$ cat src/rtl/arb_pkg.sv
// Shared constants for the four-client round-robin arbiter and its priority encoder.
package arb_pkg;

  localparam int NUM_REQ = 4;
  localparam int IDX_W   = 2;

  localparam logic [0:0] IDLE  = 1'b0;
  localparam logic [0:0] GRANT = 1'b1;

  // Starting from 3 makes client 0 the first candidate after reset.
  localparam logic [IDX_W-1:0] LAST_IDX_RST = 2'd3;

  function automatic logic [NUM_REQ-1:0] idx_to_onehot(input logic [IDX_W-1:0] idx);
    return 4'b0001 << idx;
  endfunction

endpackage

$ cat src/rtl/rr_prio_enc_4.sv
// Rotating priority encoder: picks the first set request bit searching upward
// from base+1, wrapping modulo 4.
module rr_prio_enc_4
  import arb_pkg::*;
(
  input  logic [NUM_REQ-1:0] req,
  input  logic [IDX_W-1:0]   base,
  output logic [IDX_W-1:0]   pick,
  output logic               any
);

  logic [IDX_W-1:0] cand;
  logic             found;

  always_comb begin
    pick  = '0;
    cand  = '0;
    found = 1'b0;
    any   = |req;
    // Offset 4 wraps back onto base itself, so a lone request at base still wins.
    for (int i = 1; i <= NUM_REQ; i++) begin
      cand = base + i[IDX_W-1:0];
      if (!found && req[cand]) begin
        pick  = cand;
        found = 1'b1;
      end
    end
  end

endmodule

$ cat src/rtl/rr_arbiter_4.sv
// Four-requester round-robin arbiter with registered one-hot and encoded grant.
// Define ARB_TIMEOUT_EN to revoke a grant after MAX_HOLD consecutive cycles.
module rr_arbiter_4
  import arb_pkg::*;
#(
  parameter int MAX_HOLD = 16,
  parameter int CNT_W    = 8
) (
  input  logic               clk,
  input  logic               rst,
  input  logic [NUM_REQ-1:0] req,
  output logic [NUM_REQ-1:0] gnt,
  output logic [IDX_W-1:0]   gnt_idx,
  output logic               gnt_valid,
  output logic               timeout
);

  if (MAX_HOLD < 2 || MAX_HOLD > 255 || (2 ** CNT_W) <= MAX_HOLD) begin : g_bad_param
    $error("rr_arbiter_4: MAX_HOLD must be 2..255 and fit in CNT_W bits");
  end

  logic [0:0]       state;
  logic [IDX_W-1:0] last_idx;
  logic [IDX_W-1:0] pick;
  logic             any_req;
  logic             hold_expired;

  rr_prio_enc_4 u_prio_enc (
    .req  (req),
    .base (last_idx),
    .pick (pick),
    .any  (any_req)
  );

`ifdef ARB_TIMEOUT_EN
  localparam logic [CNT_W-1:0] HOLD_LAST = CNT_W'(MAX_HOLD - 1);

  logic [CNT_W-1:0] hold_cnt;
  logic             timeout_q;

  assign hold_expired = (hold_cnt == HOLD_LAST);

  // Counter sits at zero in IDLE, so the first GRANT cycle counts as 0.
  always_ff @(posedge clk) begin
    if (rst) begin
      hold_cnt  <= '0;
      timeout_q <= 1'b0;
    end else begin
      timeout_q <= (state == GRANT) && req[gnt_idx] && hold_expired;
      hold_cnt  <= (state == GRANT) ? hold_cnt + 1'b1 : '0;
    end
  end

  assign timeout = timeout_q;
`else
  assign hold_expired = 1'b0;
  assign timeout      = 1'b0;
`endif

  always_ff @(posedge clk) begin
    if (rst) begin
      state    <= IDLE;
      last_idx <= LAST_IDX_RST;
      gnt      <= '0;
      gnt_idx  <= '0;
    end else begin
      case (state)
        IDLE: begin
          if (any_req) begin
            gnt      <= idx_to_onehot(pick);
            gnt_idx  <= pick;
            last_idx <= pick;
            state    <= GRANT;
          end
        end
        default: begin
          // A revoked owner keeps last_idx, so other waiting clients go first.
          if (!req[gnt_idx] || hold_expired) begin
            gnt     <= '0;
            gnt_idx <= '0;
            state   <= IDLE;
          end
        end
      endcase
    end
  end

  assign gnt_valid = |gnt;

endmodule

$ cat config.mk
export PLATFORM = sky130hd
export DESIGN_NAME = rr_arbiter_4
export DESIGN_NICKNAME = d
export VERILOG_FILES = /design/src/rtl/arb_pkg.sv /design/src/rtl/rr_prio_enc_4.sv /design/src/rtl/rr_arbiter_4.sv
export SDC_FILE = /design/constraint.sdc
export NUM_CORES = 1
export LEC_CHECK = 0
export ABC_CLOCK_PERIOD_IN_PS = 1450
export CORE_AREA = 2 2 39 41
export CTS_CLUSTER_DIAMETER = 40
export DETAILED_ROUTE_END_ITERATION = 7
export DIE_AREA = 0 0 41 43
export PLACE_DENSITY_LB_ADDON = 0.1
export SLEW_MARGIN = 15
export SYNTH_ARGS = -nofsm -noshare
export SYNTH_HDL_FRONTEND = slang
export SYNTH_SLANG_ARGS = --single-unit
$ cat constraint.sdc
create_clock -name clk -period 1.45 [get_ports clk]
set_clock_uncertainty 0.1 [all_clocks]
set_input_delay 0.145 -clock clk [delete_from_list [all_inputs] [get_ports clk]]
set_output_delay 0.145 -clock clk [all_outputs]
set_load 0.005 [all_outputs]
==> results of run 1 <==
worst max-delay path, cell delays in order (launching register included):
cell	delay, ns
dfxtp_2	0.35
mux4_2	0.52
inv_2	0.08
a211oi_4	0.08
a32o_2	0.23
layout make-up:
class | instances | area [um2]
flip-flops and latches | 9 | 182.7
clock buffers | 4 | 26.28
well taps | 16 | 20.02
repair buffers | 25 | 217.7
inverters | 4 | 15.01
fillers | 139 | 670.6
multi-input cells | 34 | 251.5
cell usage after synthesis:
cell type	number	area, um2
inv_2	1	3.750
a211oi_4	1	20.02
inv_1	3	11.26
a21oi_1	5	25.02
o22ai_1	1	6.260
nor3_1	2	10.01
o2bb2ai_1	3	26.28
nor2_1	2	7.510
nor2b_1	1	6.260
mux4_2	1	22.52
a211oi_1	1	7.510
a31o_2	1	8.760
nand2b_1	3	18.77
a21o_2	1	8.760
mux2i_1	1	10.01
a21o_1	2	15.01
or4_1	1	7.510
nand2_1	2	7.510
a22o_1	1	8.760
o21ai_0	2	10.01
nand3b_1	1	7.510
a32o_2	1	11.26
dfxtp_1	9	180.2
conb_1	1	3.750
buf_4	1	7.510
per-stage QoR:
| step | hold WS, ns | instances | power (W) | setup slack [ns] |
|---|---|---|---|---|
| detailed placement | 0.3869 | 87 | 0.0005263 | -0.3186 |
| global route | 0.3544 | 92 | 0.0007572 | -0.06466 |
| finish | 0.3323 | 92 | 0.0007122 | -0.01225 |
| CTS | 0.3954 | 91 | 0.0007162 | -0.02065 |
| floorplan | 0.1141 | 48 | 0.0004016 | 0.007605 |
| global placement | 0.4030 | 87 | 0.0005305 | -0.3075 |
worst max-delay path by stage:
| stage | slack, ns | end |
|---|---|---|
| finish | -0.01 | gnt[0]$_SDFFE_PP0P_ |
| CTS | -0.02 | gnt[2]$_SDFFE_PP0P_ |
| floorplan | 0.008 | gnt[2]$_SDFFE_PP0P_ |
| global route | -0.06 | gnt[2]$_SDFFE_PP0P_ |
| detailed placement | -0.32 | gnt[2]$_SDFFE_PP0P_ |
| global placement | -0.31 | gnt[2]$_SDFFE_PP0P_ |
logic make-up after synthesis:
logic type	share of synthesized area
AOI/OAI and AO/OA	0.3269
and+or+nand+nor	0.1441
DFF	0.3989
buffers and inverters	0.04986
muxes	0.07202
other	0.008302
cell usage in the layout, fill, tap and decap left out:
master and instances:
or4_1 1, nor2b_1 1, dlymetal6s2s_1 3, a31o_2 1
nor3_1 2, inv_1 3, dlygate4sd2_1 2, a21oi_1 5
a21o_1 2, dfxtp_1 7, o2bb2ai_1 3, a22o_1 1
buf_4 13, nor2_2 1, nor2_1 1, a32o_2 1
dfxtp_2 2, inv_2 1, clkbuf_1 1, o21ai_0 2
mux2i_1 1, a211oi_1 1, clkdlybuf4s50_1 6, a211oi_4 1
clkbuf_4 3, a21o_2 1, nand2_1 2, mux4_2 1
nand2b_1 3, o22ai_1 1, buf_2 1, nand3b_1 1
conb_1 1
state kept, by name (all words and copies together) (netlist names):
signal and cells:
gnt 4, state 1, last_idx 2, gnt_idx 2
power by group through the flow:
stage	registers (W)	clock network, W	logic (W)
2_1_floorplan	0.000306	0	0.0000955
6_report	0.000303	0.000195	0.000214
3_3_place_gp	0.000310	0	0.000221
4_1_cts	0.000304	0.000200	0.000212
5_1_grt	0.000308	0.000215	0.000234
3_5_place_dp	0.000308	0	0.000218
per-layer routing:
metal,share of wire,vias up,GRT usage
li1,-,232,-
met1,0.47,196,0.2020
met2,0.48,7,0.2156
met3,0.036,2,0.04712
met4,0.0037,0,0.08000
met5,0,-,0
repair_timing:
item / 4_1_cts / 5_1_grt
pin swaps: 3 / 0
endpoints found under the setup margin: 8 / 10
buffers inserted: 0 / 1
hold buffers: 0 / 0
resized for setup: 8 / 3
==> results.sh, run 1 <==
export IMPL_min_path_cells=4
export IMPL_synth_cell_type_count=25
export IMPL_fin_util=0.5154
export IMPL_violations="setup timing"
export IMPL_syn_area_um2=451.7
export IMPL_fin_area_um2=713.2
export IMPL_pwr_share_seq=0.426
export IMPL_p_leak_nw=0.3600
export IMPL_die_y_um=43
export IMPL_tns_ns=-0.02862
export IMPL_antenna_found_initial=0
export IMPL_nets=83
export IMPL_cp_start_kind="flop"
export IMPL_area_delta_synth_final_pct=57.89
export IMPL_sw_frac_of_total=0.2830
export IMPL_internal_power_w=0.0005106
export IMPL_final_hold_viol_count=0
export IMPL_vdd_drop_max_uv=442.8
export IMPL_maxCapViolCount=0
export IMPL_path_max_fanout=6
export IMPL_fmax_mhz=683.9
export IMPL_pwr_share_clk=0.274
export IMPL_rows=14
export IMPL_dp_hpwl_um=777.5
export IMPL_rr_worst_depth=4
export IMPL_cts_tree="done"
export IMPL_dieArea_mm2=0.001763
export IMPL_power_density_mw_per_mm2=998.6
export IMPL_min_from="req[2]"
export IMPL_post_drt_wl_per_cell_um=11.89
export IMPL_p_comb_frac=0.300
export IMPL_drtIter0Drc=4
export IMPL_layout_drive_gt1_share=0.3421
export IMPL_r2r_start="gnt_idx[1]$_SDFFE_PP0P_"
export IMPL_detail_route_antenna_nets=0
export IMPL_crit_start="gnt_idx[1]$_SDFFE_PP0P_"
export IMPL_holdPathEnd="state$_SDFF_PP0_"
export IMPL_grt_pass1_wl_um=1787
export IMPL_setup_viol=4
export IMPL_worstPathRequired_ns=1.50
export IMPL_r2r_end="gnt[0]$_SDFFE_PP0P_"
export IMPL_numPortBuffers=12
export IMPL_start_util=0.3264
export IMPL_worstPathArrival_ns=1.52
export IMPL_grt_max_degree=8
export IMPL_drc=0
export IMPL_diodes=0
export IMPL_synth_nets=54
export IMPL_power_switching_w=0.0002016
export IMPL_grt_overflow_total=0
export IMPL_final_setup_worst_slack_ns=-0.01225
export IMPL_first_pass_iters=4
export IMPL_endpoint_kind="flop"
export IMPL_hold_path_class="primary input to flop"
export IMPL_syn_avg_cell_area_um2=9.410
export IMPL_io_pins=14
export IMPL_track_usage=0.1532
export IMPL_core_mm2=0.001384
export IMPL_cts_path_max_buffers=2
export IMPL_die_w_um=41
export IMPL_drv_slew=0
export IMPL_rrSetupSlack_ns=-0.01
export IMPL_synth_warnings=0
export IMPL_clkTransAtPathRegs_ns=0.06
export IMPL_cts_root_buf="clkbuf_4"
export IMPL_synthCells=48
export IMPL_clk_latency_ns=0.26
export IMPL_timing_final_crit_share=1.008
export IMPL_min_period_ns=1.462
export IMPL_clock_sinks=9
export IMPL_avgViaCountPerCell=4.750
export IMPL_grt_pass1_vias=439
export IMPL_vias=437
export IMPL_finalWirelength_um=1094
export IMPL_numCtsBuffers=3
export IMPL_status="finished, violations left"
export IMPL_rsz0062_at_grt="true"
export IMPL_place_congestion=0.6962
export IMPL_ys_ff_latch=9
export IMPL_critPathKind="flop to flop"
export IMPL_yosysSeqAreaShare=0.3989
export IMPL_dpl_cell_area_um2=675.6
export IMPL_cts_max_level=1
No activity file was read; power rests on OpenSTA's default activity.
==> run 2: changes to the inputs <==
- CELL_PAD_IN_SITES_DETAIL_PLACEMENT: not set -> 1
- CELL_PAD_IN_SITES_GLOBAL_PLACEMENT: not set -> 1
- CORE_AREA: 2 2 39 41 -> not set
- CORE_MARGIN: not set -> 2
- CORE_UTILIZATION: not set -> 28
- DIE_AREA: 0 0 41 43 -> not set
==> results.sh, run 2 (synthesis results as in run 1) <==
export IMPL_met3_length_um=41
export IMPL_grt_max_degree=8
export IMPL_clk_latency_ns=0.25
export IMPL_pwr_share_seq=0.434
export IMPL_dieArea_mm2=0.001951
export IMPL_wl_met1_um=561
export IMPL_cts_max_level=1
export IMPL_fillers=192
export IMPL_final_setup_worst_slack_ns=-0.02782
export IMPL_start_util=0.2998
export IMPL_drtIter0Drc=4
export IMPL_clock_sinks=9
export IMPL_io_pins=14
export IMPL_first_pass_iters=4
export IMPL_die_w_um=44.17
export IMPL_place_congestion=0.6915
export IMPL_p_comb_frac=0.295
export IMPL_numPortBuffers=12
export IMPL_p_leak_nw=0.3504
export IMPL_track_usage=0.1360
export IMPL_power_density_mw_per_mm2=998.4
export IMPL_largest_register_ff_count=4
export IMPL_final_common_cell="buf_4"
export IMPL_crit_start="gnt_idx[1]$_SDFFE_PP0P_"
export IMPL_cts_tree="done"
export IMPL_final_hold_viol_count=0
export IMPL_dp_hpwl_um=960.6
export IMPL_power_switching_w=0.0001970
export IMPL_endpoint="gnt[2]$_SDFFE_PP0P_"
export IMPL_internal_power_w=0.0005050
export IMPL_maxCapViolCount=0
export IMPL_status="finished, violations left"
export IMPL_path_max_fanout=6
export IMPL_drc=0
export IMPL_clkTransAtPathRegs_ns=0.06
export IMPL_avgViaCountPerCell=4.967
export IMPL_endpoint_kind="flop"
export IMPL_setup_viol=3
export IMPL_top_register="gnt"
export IMPL_final_cell_mix="buf_4 (12), a21oi_1 (5), dfxtp_2 (5), dlygate4sd2_1 (5)"
export IMPL_hold_path_class="flop to flop"
export IMPL_detail_route_antenna_nets=0
export IMPL_route_met2_wl_um=584
export IMPL_cts_root_buf="clkbuf_4"
export IMPL_postCtsSetupBuffers=0
export IMPL_grt_overflow_total=0
export IMPL_critPathKind="flop to flop"
export IMPL_violations="setup timing"
export IMPL_cts_hold_buffers=0
export IMPL_numCtsBuffers=3
export IMPL_grt_pass1_wl_um=1938
export IMPL_worstPathRequired_ns=1.49
export IMPL_antenna_found_initial=0
export IMPL_grt_pass1_vias=447
export IMPL_nets=82
export IMPL_sw_frac_of_total=0.2807
export IMPL_finalWirelength_um=1200
export IMPL_drv_slew=0
export IMPL_area_delta_synth_final_pct=55.68
export IMPL_r2r_end="gnt[2]$_SDFFE_PP0P_"
export IMPL_r2r_start="gnt_idx[1]$_SDFFE_PP0P_"
export IMPL_rsz0062_at_grt="true"
export IMPL_core_mm2=0.001506
export IMPL_fmax_mhz=676.7
export IMPL_diodes=0
export IMPL_pwr_share_clk=0.270
export IMPL_rows=14
export IMPL_worstPathArrival_ns=1.52
export IMPL_cts_path_max_buffers=2
export IMPL_vdd_drop_max_uv=536.1
export IMPL_stdcell_count=91
export IMPL_min_period_ns=1.478
export IMPL_layout_drive_gt1_share=0.3733
export IMPL_post_drt_wl_per_cell_um=13.19
export IMPL_dp_cells=87
export IMPL_cp_start_kind="flop"
export IMPL_die_y_um=44.17
export IMPL_biggestRegsByFlops="gnt (4), gnt_idx (2), last_idx (2)"
export IMPL_vias=452
export IMPL_rr_worst_depth=4
export IMPL_highest_layer="met4"
export IMPL_timing_final_crit_share=1.019
export IMPL_rrSetupSlack_ns=-0.03
export IMPL_tns_ns=-0.07709
run 2: worst min-delay path by stage:
stage / start / to / slack [ns] / cells after the start
after detailed placement: gnt_idx[0]$_SDFFE_PP0P_ / gnt_idx[0]$_SDFFE_PP0P_ / 0.40 / 1
after CTS: gnt_idx[0]$_SDFFE_PP0P_ / gnt_idx[0]$_SDFFE_PP0P_ / 0.41 / 1
after global routing: gnt_idx[0]$_SDFFE_PP0P_ / gnt_idx[0]$_SDFFE_PP0P_ / 0.40 / 1
after floorplan: rst / state$_SDFF_PP0_ / 0.11 / 1
after global placement: gnt_idx[0]$_SDFFE_PP0P_ / gnt_idx[0]$_SDFFE_PP0P_ / 0.41 / 1
final: gnt_idx[0]$_SDFFE_PP0P_ / gnt_idx[0]$_SDFFE_PP0P_ / 0.39 / 1
run 2: per-layer routing:
metal,track usage,vias to the layer above
met5,0,-
met2,0.2176,8
li1,-,229
met3,0.01224,2
met4,0.09091,0
met1,0.1729,213
run 2: area by class of cell:
class                      count  area, um2  share of cell area
multi-input combinational     34      251.5              0.3577
timing repair buffer          24      203.9              0.2900
sequential                     9      186.4              0.2651
clock buffer                   4      26.28             0.03737
tap                           16      20.02             0.02847
inverter                       4      15.01             0.02135
run 2: critical path, stage by stage, from the launching register on:
cell and delay, ns:
dfxtp_2 0.34, mux4_2 0.53, inv_2 0.09, a211oi_4 0.08
a22o_1 0.23
run 2: power by group through the flow:
stage | clock network (W) | registers [W] | logic [W]
final | 0.000190 | 0.000305 | 0.000207
after global routing | 0.000213 | 0.000309 | 0.000228
after CTS | 0.000198 | 0.000303 | 0.000212
after detailed placement | 0 | 0.000309 | 0.000224
after global placement | 0 | 0.000309 | 0.000221
after floorplan | 0 | 0.000306 | 0.0000955
run 2: what timing repair did:
item                                    in CTS  in global routing
gates resized for setup                     10                  6
pin swaps                                    3                  3
endpoints found under the setup margin       9                 11
endpoints found under the hold margin        0                  0
run 2: stage by stage:
stage	total power, W	area [um2]	hold WS [ns]	setup slack, ns	utilization
2_1_floorplan	0.0004016	452.9	0.1141	0.007605	-
3_3_place_gp	0.0005296	675.6	0.4083	-0.3012	0.4485
3_5_place_dp	0.0005324	675.6	0.4035	-0.3386	0.4485
4_1_cts	0.0007135	693.2	0.4118	-0.03495	0.4601
5_1_grt	0.0007510	703.2	0.4039	-0.08774	0.4668
6_report	0.0007020	703.2	0.3909	-0.02782	0.4668
==> run 3: changes to the inputs <==
- GPL_TIMING_DRIVEN: not set -> 0
==> results.sh, run 3 (synthesis results as in run 1) <==
export IMPL_avgViaCountPerCell=5.207
export IMPL_die_y_um=44.17
export IMPL_cts_max_level=1
export IMPL_dieArea_mm2=0.001951
export IMPL_worstPathRequired_ns=1.21
export IMPL_drtIter0Drc=7
export IMPL_post_drt_wl_per_cell_um=12.93
export IMPL_numPortBuffers=12
export IMPL_first_pass_iters=4
export IMPL_die_w_um=44.17
export IMPL_cts_tree="done"
export IMPL_r2r_end="gnt[2]$_SDFFE_PP0P_"
export IMPL_clkTransAtPathRegs_ns=0.06
export IMPL_drc=0
export IMPL_grt_overflow_total=0
export IMPL_final_hold_viol_count=0
export IMPL_cp_start_kind="flop"
export IMPL_vias=427
export IMPL_cts_root_buf="clkbuf_4"
export IMPL_hold_path_class="primary input to flop"
export IMPL_top_register="gnt"
export IMPL_grt_max_degree=8
export IMPL_fin_util=0.4327
export IMPL_final_setup_worst_slack_ns=-0.01671
export IMPL_worstPathArrival_ns=1.22
export IMPL_status="finished, violations left"
export IMPL_finalWirelength_um=1060
export IMPL_rrSetupSlack_ns=-0.01
export IMPL_setup_viol=4
export IMPL_clock_sinks=9
export IMPL_maxCapViolCount=0
export IMPL_core_mm2=0.001506
export IMPL_io_pins=14
export IMPL_detail_route_antenna_nets=0
export IMPL_track_usage=0.1245
export IMPL_timing_final_crit_share=1.012
export IMPL_min_period_ns=1.467
export IMPL_start_util=0.2998
export IMPL_diodes=0
export IMPL_clk_latency_ns=0.26
export IMPL_power_total_w=0.0006782
export IMPL_antenna_found_initial=0
export IMPL_min_path_cells=4
export IMPL_grt_pass1_vias=410
export IMPL_rows=14
export IMPL_critPathKind="flop to output pin"
export IMPL_path_max_fanout=3
export IMPL_biggestRegsByFlops="gnt (4), gnt_idx (2), last_idx (2)"
export IMPL_r2r_start="gnt_idx[1]$_SDFFE_PP0P_"
export IMPL_drv_slew=0
export IMPL_cts_path_max_buffers=2
export IMPL_largest_register_ff_count=4
export IMPL_p_leak_nw=0.3002
export IMPL_endpoint_kind="output pin"
export IMPL_dp_hpwl_um=804.2
export IMPL_fmax_mhz=681.8
export IMPL_rsz0062_at_grt="true"
export IMPL_nets=73
export IMPL_grt_pass1_wl_um=1780
export IMPL_cts_hold_buffers=0
export IMPL_stdcell_count=82
export IMPL_violations="setup timing"
export IMPL_fillers=183
export IMPL_vdd_drop_max_uv=526.6
export IMPL_dp_cells=76
export IMPL_numCtsBuffers=3
export IMPL_place_congestion=0.6568
export IMPL_area_delta_synth_final_pct=44.32
export IMPL_rr_worst_depth=4
export IMPL_power_density_mw_per_mm2=1040
export IMPL_endpoint="gnt_valid"
export IMPL_final_cell_mix="clkdlybuf4s50_1 (6), dfxtp_1 (5), a21oi_1 (4), dfxtp_2 (4)"
export IMPL_final_common_cell="clkdlybuf4s50_1"
export IMPL_crit_start="gnt[1]$_SDFFE_PP0P_"
export IMPL_layout_drive_gt1_share=0.3182
[run 3: report_power, final]
part	leakage (nW)	internal (W)	switching, W	total (W)
Combinational	0.210	0.000102	0.0000782	0.000180
Clock	0.0150	0.000106	0.0000860	0.000192
Sequential	0.0753	0.000277	0.0000291	0.000306
[run 3: stage by stage]
| stage | hold WS (ns) | setup WS (ns) | TNS (ns) | instance area, um2 |
|---|---|---|---|---|
| 6_report | 0.2908 | -0.01671 | -0.04951 | 651.9 |
| 4_1_cts | 0.3901 | -0.03101 | -0.09935 | 630.6 |
| 3_3_place_gp | 0.3727 | -0.3898 | -2.723 | 593.1 |
| 5_1_grt | 0.3352 | -0.05712 | -0.2107 | 651.9 |
| 2_1_floorplan | 0.1141 | 0.007605 | 0 | 452.9 |
| 3_5_place_dp | 0.3815 | -0.3804 | -2.620 | 593.1 |
[run 3: what timing repair did]
item,4_1_cts,5_1_grt
hold endpoints to repair,0,0
gates resized for setup,9,7
pin swaps,2,2
cloned,0,0
setup buffers,1,1
setup endpoints to repair,8,9
[run 3: how the worst min path moves through the flow]
stage,start,end
2_1_floorplan,rst,state$_SDFF_PP0_
3_3_place_gp,gnt[1]$_SDFFE_PP0P_,gnt[1]$_SDFFE_PP0P_
3_5_place_dp,gnt[3]$_SDFFE_PP0P_,gnt[3]$_SDFFE_PP0P_
4_1_cts,gnt[3]$_SDFFE_PP0P_,gnt[3]$_SDFFE_PP0P_
5_1_grt,req[0],gnt[3]$_SDFFE_PP0P_
6_report,req[0],gnt[3]$_SDFFE_PP0P_
[run 3: metal layers]
metal	share of wire	global-route usage	vias to the layer above
met2	0.46	0.1882	11
met4	0.032	0.09091	0
met3	0.042	0.01633	5
li1	-	-	211
met5	0	0	-
met1	0.46	0.1616	200
[run 3: area by class of cell]
type	instances	area, um2	area share
multi-input cells	34	262.8	0.4031
flip-flops and latches	9	185.2	0.2841
repair buffers	14	135.1	0.2073
clock buffers	4	26.28	0.04031
well taps	16	20.02	0.03071
inverters	4	15.01	0.02303
plain buffers	1	7.507	0.01152
[run 3: worst max-delay path, stage by stage (launching register included)]
cell,delay [ns]
dfxtp_2,0.32
or4_1,0.50
buf_2,0.14
